## config.mk

```make
export PLATFORM = sky130hd
export DESIGN_NAME = sensor_trigger
export DESIGN_NICKNAME = d
export VERILOG_FILES = /design/src/rtl/sensor_pkg.sv /design/src/rtl/sync_2ff.sv /design/src/rtl/sensor_trigger.sv
export SDC_FILE = /design/constraint.sdc
export NUM_CORES = 1
export LEC_CHECK = 0
export CAP_MARGIN = 5
export CORE_MARGIN = 3
export CORE_UTILIZATION = 35
export CTS_CLUSTER_SIZE = 14
export DETAILED_ROUTE_END_ITERATION = 7
export GPL_TIMING_DRIVEN = 0
export HOLD_SLACK_MARGIN = 0.12
export PLACE_DENSITY = 0.51
export SLEW_MARGIN = 20
export SYNTH_ARGS = -nofsm -noshare
export SYNTH_HDL_FRONTEND = slang
export SYNTH_SLANG_ARGS = --single-unit
```

## constraint.sdc

```tcl
create_clock -name clk -period 3 [get_ports clk]
set_input_delay 0.45 -clock clk [delete_from_list [all_inputs] [get_ports clk]]
set_output_delay 0.45 -clock clk [all_outputs]
set_load 0.005 [all_outputs]
```

## src/rtl/sensor_pkg.sv

```systemverilog
// sensor_pkg: state encoding and default timing constants for the ultrasonic ranger.
package sensor_pkg;

  localparam int unsigned ClkHz             = 50_000_000;
  localparam int unsigned DefTrigCycles     = ClkHz / 100_000;            // 10 us
  localparam int unsigned DefPeriodCycles   = (ClkHz / 1000) * 60;        // 60 ms
  localparam int unsigned DefTimeoutCycles  = (ClkHz / 1000) * 38;        // 38 ms
  localparam int unsigned DefCycPerCm       = (ClkHz / 1_000_000) * 58;   // 58 us per cm
  localparam int unsigned AvgDepth          = 4;

  typedef enum logic [2:0] {
    StIdle,
    StTrig,
    StWaitRise,
    StMeasure,
    StHoldoff
  } state_e;

endpackage

```

## src/rtl/sync_2ff.sv

```systemverilog
// sync_2ff: two-flop synchroniser for a single asynchronous input bit.
module sync_2ff (
  input  logic clk,
  input  logic rst_n,
  input  logic d,
  output logic q
);

  logic meta_q;

  always_ff @(posedge clk or negedge rst_n) begin
    if (!rst_n) begin
      meta_q <= 1'b0;
      q      <= 1'b0;
    end else begin
      meta_q <= d;
      q      <= meta_q;
    end
  end

endmodule

```

## src/rtl/sensor_trigger.sv

```systemverilog
// sensor_trigger: ultrasonic ranger initiator - periodic trigger, echo timing, cm conversion.
// Define SENSOR_AVG_EN to output the mean of the last four valid measurements.
module sensor_trigger
  import sensor_pkg::*;
#(
  parameter int unsigned TRIG_CYCLES    = DefTrigCycles,
  parameter int unsigned PERIOD_CYCLES  = DefPeriodCycles,
  parameter int unsigned TIMEOUT_CYCLES = DefTimeoutCycles,
  parameter int unsigned CYC_PER_CM     = DefCycPerCm,
  parameter int unsigned DIST_W         = 10
) (
  input  logic              clk,
  input  logic              rst_n,
  input  logic              enable,
  input  logic              echo,
  output logic              trig,
  output logic [DIST_W-1:0] distance,
  output logic              dist_valid,
  output logic              timeout,
  output logic              busy
);

  localparam int unsigned PerW = $clog2(PERIOD_CYCLES);
  localparam int unsigned TmoW = $clog2(TIMEOUT_CYCLES);
  localparam int unsigned SubW = (CYC_PER_CM > 1) ? $clog2(CYC_PER_CM) : 1;
  localparam logic [DIST_W-1:0] CmMax = '1;

  state_e            state_q;
  logic              trig_q, valid_q, tmo_q;
  logic [DIST_W-1:0] dist_q, cm_q, cm_base, cm_step, dist_new;
  logic [SubW-1:0]   sub_q, sub_base, sub_step;
  logic [PerW-1:0]   per_cnt_q;
  logic [TmoW-1:0]   tmo_cnt_q;
  logic              echo_s, per_wrap, trig_end, tmo_hit, meas_done;

  sync_2ff u_echo_sync (
    .clk   (clk),
    .rst_n (rst_n),
    .d     (echo),
    .q     (echo_s)
  );

  assign per_wrap  = per_cnt_q == PerW'(PERIOD_CYCLES - 1);
  assign trig_end  = per_cnt_q == PerW'(TRIG_CYCLES - 1);
  assign tmo_hit   = tmo_cnt_q == TmoW'(TIMEOUT_CYCLES - 1);
  assign meas_done = (state_q == StMeasure) && !echo_s;

  // The echo-high cycle that moves WAIT_RISE into MEASURE is counted, so the
  // step starts from zero there and from the running counters inside MEASURE.
  always_comb begin
    sub_base = (state_q == StMeasure) ? sub_q : '0;
    cm_base  = (state_q == StMeasure) ? cm_q : '0;
    sub_step = sub_base + 1'b1;
    cm_step  = cm_base;
    if (sub_base == SubW'(CYC_PER_CM - 1)) begin
      sub_step = '0;
      if (cm_base != CmMax) cm_step = cm_base + 1'b1;
    end
  end

`ifdef SENSOR_AVG_EN
  localparam int unsigned FillW = $clog2(AvgDepth) + 1;

  logic [DIST_W-1:0] avg_buf_q [AvgDepth];
  logic [DIST_W+1:0] sum_q, sum_d;
  logic [FillW-1:0]  fill_q;

  // Running sum: drop the oldest entry (zero until the buffer fills), add the newest.
  always_comb begin
    sum_d    = sum_q - {2'b00, avg_buf_q[AvgDepth-1]} + {2'b00, cm_q};
    dist_new = (fill_q >= FillW'(AvgDepth - 1)) ? sum_d[DIST_W+1:2] : cm_q;
  end

  always_ff @(posedge clk or negedge rst_n) begin
    if (!rst_n) begin
      for (int i = 0; i < AvgDepth; i++) avg_buf_q[i] <= '0;
      sum_q  <= '0;
      fill_q <= '0;
    end else if (meas_done) begin
      avg_buf_q[0] <= cm_q;
      for (int i = 1; i < AvgDepth; i++) avg_buf_q[i] <= avg_buf_q[i-1];
      sum_q <= sum_d;
      if (fill_q != FillW'(AvgDepth)) fill_q <= fill_q + 1'b1;
    end
  end
`else
  assign dist_new = cm_q;
`endif

  always_ff @(posedge clk or negedge rst_n) begin
    if (!rst_n) begin
      state_q   <= StIdle;
      trig_q    <= 1'b0;
      valid_q   <= 1'b0;
      tmo_q     <= 1'b0;
      dist_q    <= '0;
      cm_q      <= '0;
      sub_q     <= '0;
      per_cnt_q <= '0;
      tmo_cnt_q <= '0;
    end else begin
      valid_q <= 1'b0;
      tmo_q   <= 1'b0;
      if (state_q != StIdle) per_cnt_q <= per_wrap ? '0 : per_cnt_q + 1'b1;
      if (state_q == StWaitRise || state_q == StMeasure) tmo_cnt_q <= tmo_cnt_q + 1'b1;
      unique case (state_q)
        StIdle: begin
          if (enable) begin
            state_q   <= StTrig;
            trig_q    <= 1'b1;
            per_cnt_q <= '0;
          end
        end
        StTrig: begin
          if (trig_end) begin
            trig_q    <= 1'b0;
            tmo_cnt_q <= '0;
            state_q   <= StWaitRise;
          end
        end
        StWaitRise: begin
          if (echo_s) begin
            state_q <= StMeasure;
            sub_q   <= sub_step;
            cm_q    <= cm_step;
          end else if (tmo_hit) begin
            tmo_q   <= 1'b1;
            state_q <= StHoldoff;
          end
        end
        StMeasure: begin
          if (!echo_s) begin
            dist_q  <= dist_new;
            valid_q <= 1'b1;
            state_q <= StHoldoff;
          end else if (tmo_hit) begin
            tmo_q   <= 1'b1;
            state_q <= StHoldoff;
          end else begin
            sub_q <= sub_step;
            cm_q  <= cm_step;
          end
        end
        StHoldoff: begin
          if (per_wrap) begin
            if (enable) begin
              state_q <= StTrig;
              trig_q  <= 1'b1;
            end else begin
              state_q <= StIdle;
            end
          end
        end
        default: state_q <= StIdle;
      endcase
    end
  end

  assign trig       = trig_q;
  assign distance   = dist_q;
  assign dist_valid = valid_q;
  assign timeout    = tmo_q;
  assign busy       = state_q != StIdle;

endmodule

```

* After elaboration in Yosys (flattened, before gate mapping)
Index checks and enable logic that the tools add are counted.
Word-level totals: bits in registers 83, input port bits 4, output and inout port bits 14, word-level logic and storage cells 78
Operators by class: $add $sub $neg 4, equal/unequal tests 15, multiplexer cells 38, bitwise gates (word level) 1, reductions and logical operators 9
Operators with widths (count):
- 2-to-1 mux 22 bit | 4
- 2-to-1 mux 21 bit | 3
- 2-to-1 mux 10 bit | 6
- 2-to-1 mux 12 bit | 5
- one-hot mux 12 bit (2 select lines) | 1
- adder 22 x 1 -> 22 bit (second input constant) | 1
- == test 22 bit (second input constant) | 1
- == test 22 x 9 -> 1 bit (second input constant) | 1
- adder 21 x 1 -> 21 bit (second input constant) | 1
- == test 21 bit (second input constant) | 1
- one-hot mux 10 bit (2 select lines) | 1
- 2-to-1 mux 3 bit | 6
- one-hot mux 3 bit (5 select lines) | 1
- adder 12 x 1 -> 12 bit (second input constant) | 1
- == test 12 bit (second input constant) | 1
- adder 10 x 1 -> 10 bit (second input constant) | 1
- inequality test 10 bit (second input constant) | 1
- 2-to-1 mux 1 bit | 9
- inequality test 2 bit (second input constant) | 4
- == test 3 x 2 -> 1 bit (second input constant) | 2
- AND reduction 3 bit | 2
- nonzero test 3 bit | 2
- inequality test 2 x 1 -> 1 bit (second input constant) | 2
- AND reduction 4 bit | 1
- other kinds (9) | 9

* Longest topological paths before layout
depth after elaboration 8, gate-level depth with buffers 11, mapped depth without buffers 9

* By module
From an unflattened synthesis, not the netlist that was laid out.
Unflattened totals: cell total of the unflattened synthesis 461, area, all modules 4352.9 um^2
Modules (own cells, without submodules):
- sensor_trigger | instances 1, cells an instance 459, area each 4302.9 um^2, sequential area each 2026.9 um^2
- sync_2ff | instances 1, cells an instance 2, area each 50.0 um^2, sequential area each 50.0 um^2

* Worst setup path before layout
OpenSTA, ideal clock, no wires.
path kind register to register, from register state_q[1], to register cm_q[4], setup time 0.124 ns, data arrival time 2.441 ns, required time 2.876 ns, path slack 0.435 ns, cell stages (with the launch flop) 12, buffers on the path 2, clock period less this slack 2.565 ns, cell sequence dfrtp_1 > nor2b_1 > nand2_1 > clkbuf_1 > buf_2 > nor2_1 > ha_1 > and4_1 > nand3_1 > o21a_1 > a31oi_1 > a211o_1
Between the ends: word-level cells in the longest chain between the ends 8, elaborated cells on any way between the ends 18, those cells by class add/sub: 1; eq/ne: 7; mux: 8; reduce/logical: 2
RTL lines:
- start: declaration | line sensor_trigger.sv:28 | state_e state_q;
- start signal: assignment | line sensor_trigger.sv:92 | state_q <= StIdle;
- start signal: assignment | line sensor_trigger.sv:109 | state_q <= StTrig;
- start signal: assignment | line sensor_trigger.sv:118 | state_q <= StWaitRise;
- == test 3 x 2 -> 1 bit | line sensor_trigger.sv:51, sensor_trigger.sv:52, sensor_trigger.sv:106
- 2-to-1 mux 10 bit | line sensor_trigger.sv:52 | cm_base = (state_q == StMeasure) ? cm_q : '0;
- adder 10 x 1 -> 10 bit or inequality test 10 bit (tied branches) | line sensor_trigger.sv:57 | if (cm_base != CmMax) cm_step = cm_base + 1'b1;
- 2-to-1 mux 10 bit | line sensor_trigger.sv:57
- 2-to-1 mux 10 bit | line sensor_trigger.sv:55 | if (sub_base == SubW'(CYC_PER_CM - 1)) begin
- 2-to-1 mux 10 bit | line sensor_trigger.sv:136 | end else if (tmo_hit) begin
- 2-to-1 mux 10 bit | line sensor_trigger.sv:132 | if (!echo_s) begin
- one-hot mux 10 bit (2 select lines) | line sensor_trigger.sv:106 | unique case (state_q)
- end signal: assignment | line sensor_trigger.sv:125 | cm_q <= cm_step;
- end signal: assignment | line sensor_trigger.sv:141 | cm_q <= cm_step;
- end: declaration | line sensor_trigger.sv:30 | logic [DIST_W-1:0] dist_q, cm_q, cm_base, cm_step, dist_new;
Parallel ways exist; a longest one is shown, timed or not. The select of a mux whose other input is x is not followed. A chain may end at the register's enable or synchronous reset.

* Worst setup path after layout
Ends and elaborated chain as after synthesis.

==> run metrics <==
clock latency at the later pin of the worst-skew pair 0.35 ns; Final ANT Viol Nets 0; Cell Area, Synth 4480 sq um; post-synthesis cell type count 56; count of buffers inserted at the top-level ports 17; leftover overflow at the end of global routing 0; Pwr Density 521 nW/um^2; power consumption 2750 uW; Initial DRT Pass Iterations 5; clk slew on worst S/H paths 0.06 ns; actual transition at the worst max-transition pin 0.597 ns; initial cell density of the core 36.6%; number of global-route vias before repair 3784; H-tree depth 3; Top FF cell, synth dfrtp_1; startpoint of the worst hold path u_echo_sync.meta_q; post-DR vias/cell 5.62; Post-synth EDFFs 0; worst slew slack as a fraction of its limit ~60%; endpoints failing setup 0; run status finished, final reports clean; routability cong. 0.843; most numerous cell in the Yosys netlist dfrtp_1; final cycle utilization of the critical path 93.6%; Longest Clk Path Bufs 2; worst reg2reg endpoint cm_q[4]; synthesis-to-layout area growth 17.6%; static power due to leakage 0.00223 uW; cell count after synthesis about 480; root buf cell clkbuf_16; Routed Wire Length 11400 um; Min Clock Period, post-route approximately 2.8 ns; overall fraction of global-route tracks in use 17.1%; maximum VDD drop 0.000304 V; core footprint ~12000 sq um; setup repair after global routing missed its margin false; syn_nets 485; Final Hold Fails 0; clock sink total 83; final HPWL from detailed placement ~8000 um; commonest cells in the netlist dfrtp_1, nor2_1, nand2_1, nand3_1, o21ai_0; fraction of final layout cells sized beyond drive strength 1 about a tenth; detailed-route DRC error count 0; DRC marker count from the first detailed-route iteration 278; vertical die dimension 119 um; WHS Endpoint u_echo_sync.q; first-pass GRT wire length 19600 um; Hold WC Path Type flip-flop to flip-flop; number of cells on the worst reg-to-reg path 10; Total Die Area roughly 14000 sq um; WHS Path Cells 0; number of buffers inserted during clock tree synthesis 9; setup skew after layout between 0.007 and 0.008 ns; CP required 3.23 ns; detailed-route via count about 3800; number of fill cells 1240; die width between 100 and 150 um; area share of the leading cell type in the synthesized netlist 46.3%; sequential area share after synthesis 46.3%; post-synthesis sequential element count between 80 and 90; post-synthesis async set-or-reset flop share 100%; total placed cells including tap cells 663; share of the core filled with cells 43.0%; NumNets Final 517; maximum frequency from static timing analysis about 0.36 GHz; post-route insts no fill 682; capturing element type of the critical path flip-flop; reg2reg start state_q[1]; synthesized area divided by synthesized cell count 9.40 sq um; Worst EP arrival 3.03 ns; total count of max-transition violations in the final report 0; dominant cells by area after synthesis dfrtp_1, nor2_1, nand2_1; number of rows in the core area 40; path type of the worst setup path flip-flop to flip-flop; number of top-level design ports 18; largest net degree at the start of global routing 55; TritonCTS clock tree yes; number of max-capacitance violations reported 0; Routed wire per std cell about 17 um; n_diodes 0; largest driver fanout on the critical path 14; Synthesis Warnings 0; slack of the worst reg-to-reg path 0.19 ns; antenna violations before repair 0; startpoint types flip-flop; cell type with the largest total area after synthesis dfrtp_1
[worst max-delay path, stage by stage, from the launching register on]
cell     delay [ns]
dfrtp_2        0.46
nor2b_4        0.17
nand2_2        0.26
buf_2          0.31
nor2_1         0.08
ha_1           0.22
and4_1         0.27
nand3_1        0.17
o21a_1         0.33
a31oi_1        0.13
a211o_1        0.29
[state kept, by name, indices dropped and copies added, names as in the netlist, 3 cells and up]
signal	flops
per_cnt_q	22
cm_q	10
sub_q	12
state_q	3
tmo_cnt_q	21
distance	10
[worst max-delay path by stage]
stage / slack (ns) / start / cells past startpoint / endpoint
4_1_cts: 0.008 / state_q[0] / 4 / busy
2_1_floorplan: 0.43 / state_q[1] / 11 / cm_q[4]
6_report: 0.19 / state_q[1] / 10 / cm_q[4]
3_3_place_gp: -1.69 / rst_n / 1 / per_cnt_q[1]
5_1_grt: 0.02 / state_q[0] / 10 / cm_q[4]
3_5_place_dp: -0.25 / state_q[1] / 9 / cm_q[1]
[final cells by class]
type	instances	area [sq um]	share of cell area, %
multi-input cells	359	2270	43.1
flip-flops and latches	83	2080	39.4
clock buffers	11	253	4.80
repair buffers	22	228	4.32
well taps	168	210	3.99
plain buffers	20	100	1.90
clock inverters	5	75.1	1.42
inverters	14	52.6	0.997
[power breakdown]
group | internal, uW | switching, uW
clock | 770 | 456
combinational | 104 | 140
sequential | 1190 | 90.3
[placed cells by master, fill, tap and decap left out, drive strengths merged, types with 14 or more instances in the layout]
cell type,count
clkdlybuf4s50,16
o31ai,16
a31oi,20
o21ai,27
nor3,16
nand2,40
nand3,30
inv,14
nor2,45
clkbuf,23
dfrtp,83
[through the flow]
step	hold slack (ns)	area, sq um	setup TNS (ns)	setup WS, ns
2_1_floorplan	0.154	4480	0	0.435
3_3_place_gp	0.340	4860	-142.47	-1.69
3_5_place_dp	0.339	4890	-3.37	-0.252
4_1_cts	0.352	5260	0	0.00768
5_1_grt	0.366	5270	0	0.0239
6_report	0.351	5270	0	0.193
[cells by family after synthesis]
kind of cell / Yosys count / synth area share, %
multiplexers: 13 / 3.18
AND/OR/NAND/NOR: 211 / 25.3
flip-flops: 83 / 46.3
adder cells (fa/ha/maj): 5 / 1.34
buffers and inverters: 35 / 3.43
XOR/XNOR: 23 / 4.49
AO/OA/AOI/OAI: 107 / 15.9
[timing repair]
item | CTS | global route
setup buffers | 3 | 0
resized for setup | 4 | 5
setup endpoints to repair | 20 | 18
pin swaps | 1 | 0
endpoints found under the hold margin | 29 | 0
gates cloned | 0 | 0
hold buffers | 1 | 0
[layer usage]
metal	global-route usage, %	up-vias	routed length [um]
li1	-	1856	-
met1	23.8	1888	5400
met2	26.4	72	5360
met3	2.42	18	392
met4	7.75	0	240
met5	0	-	0
Power figures use the tool's default switching activity.
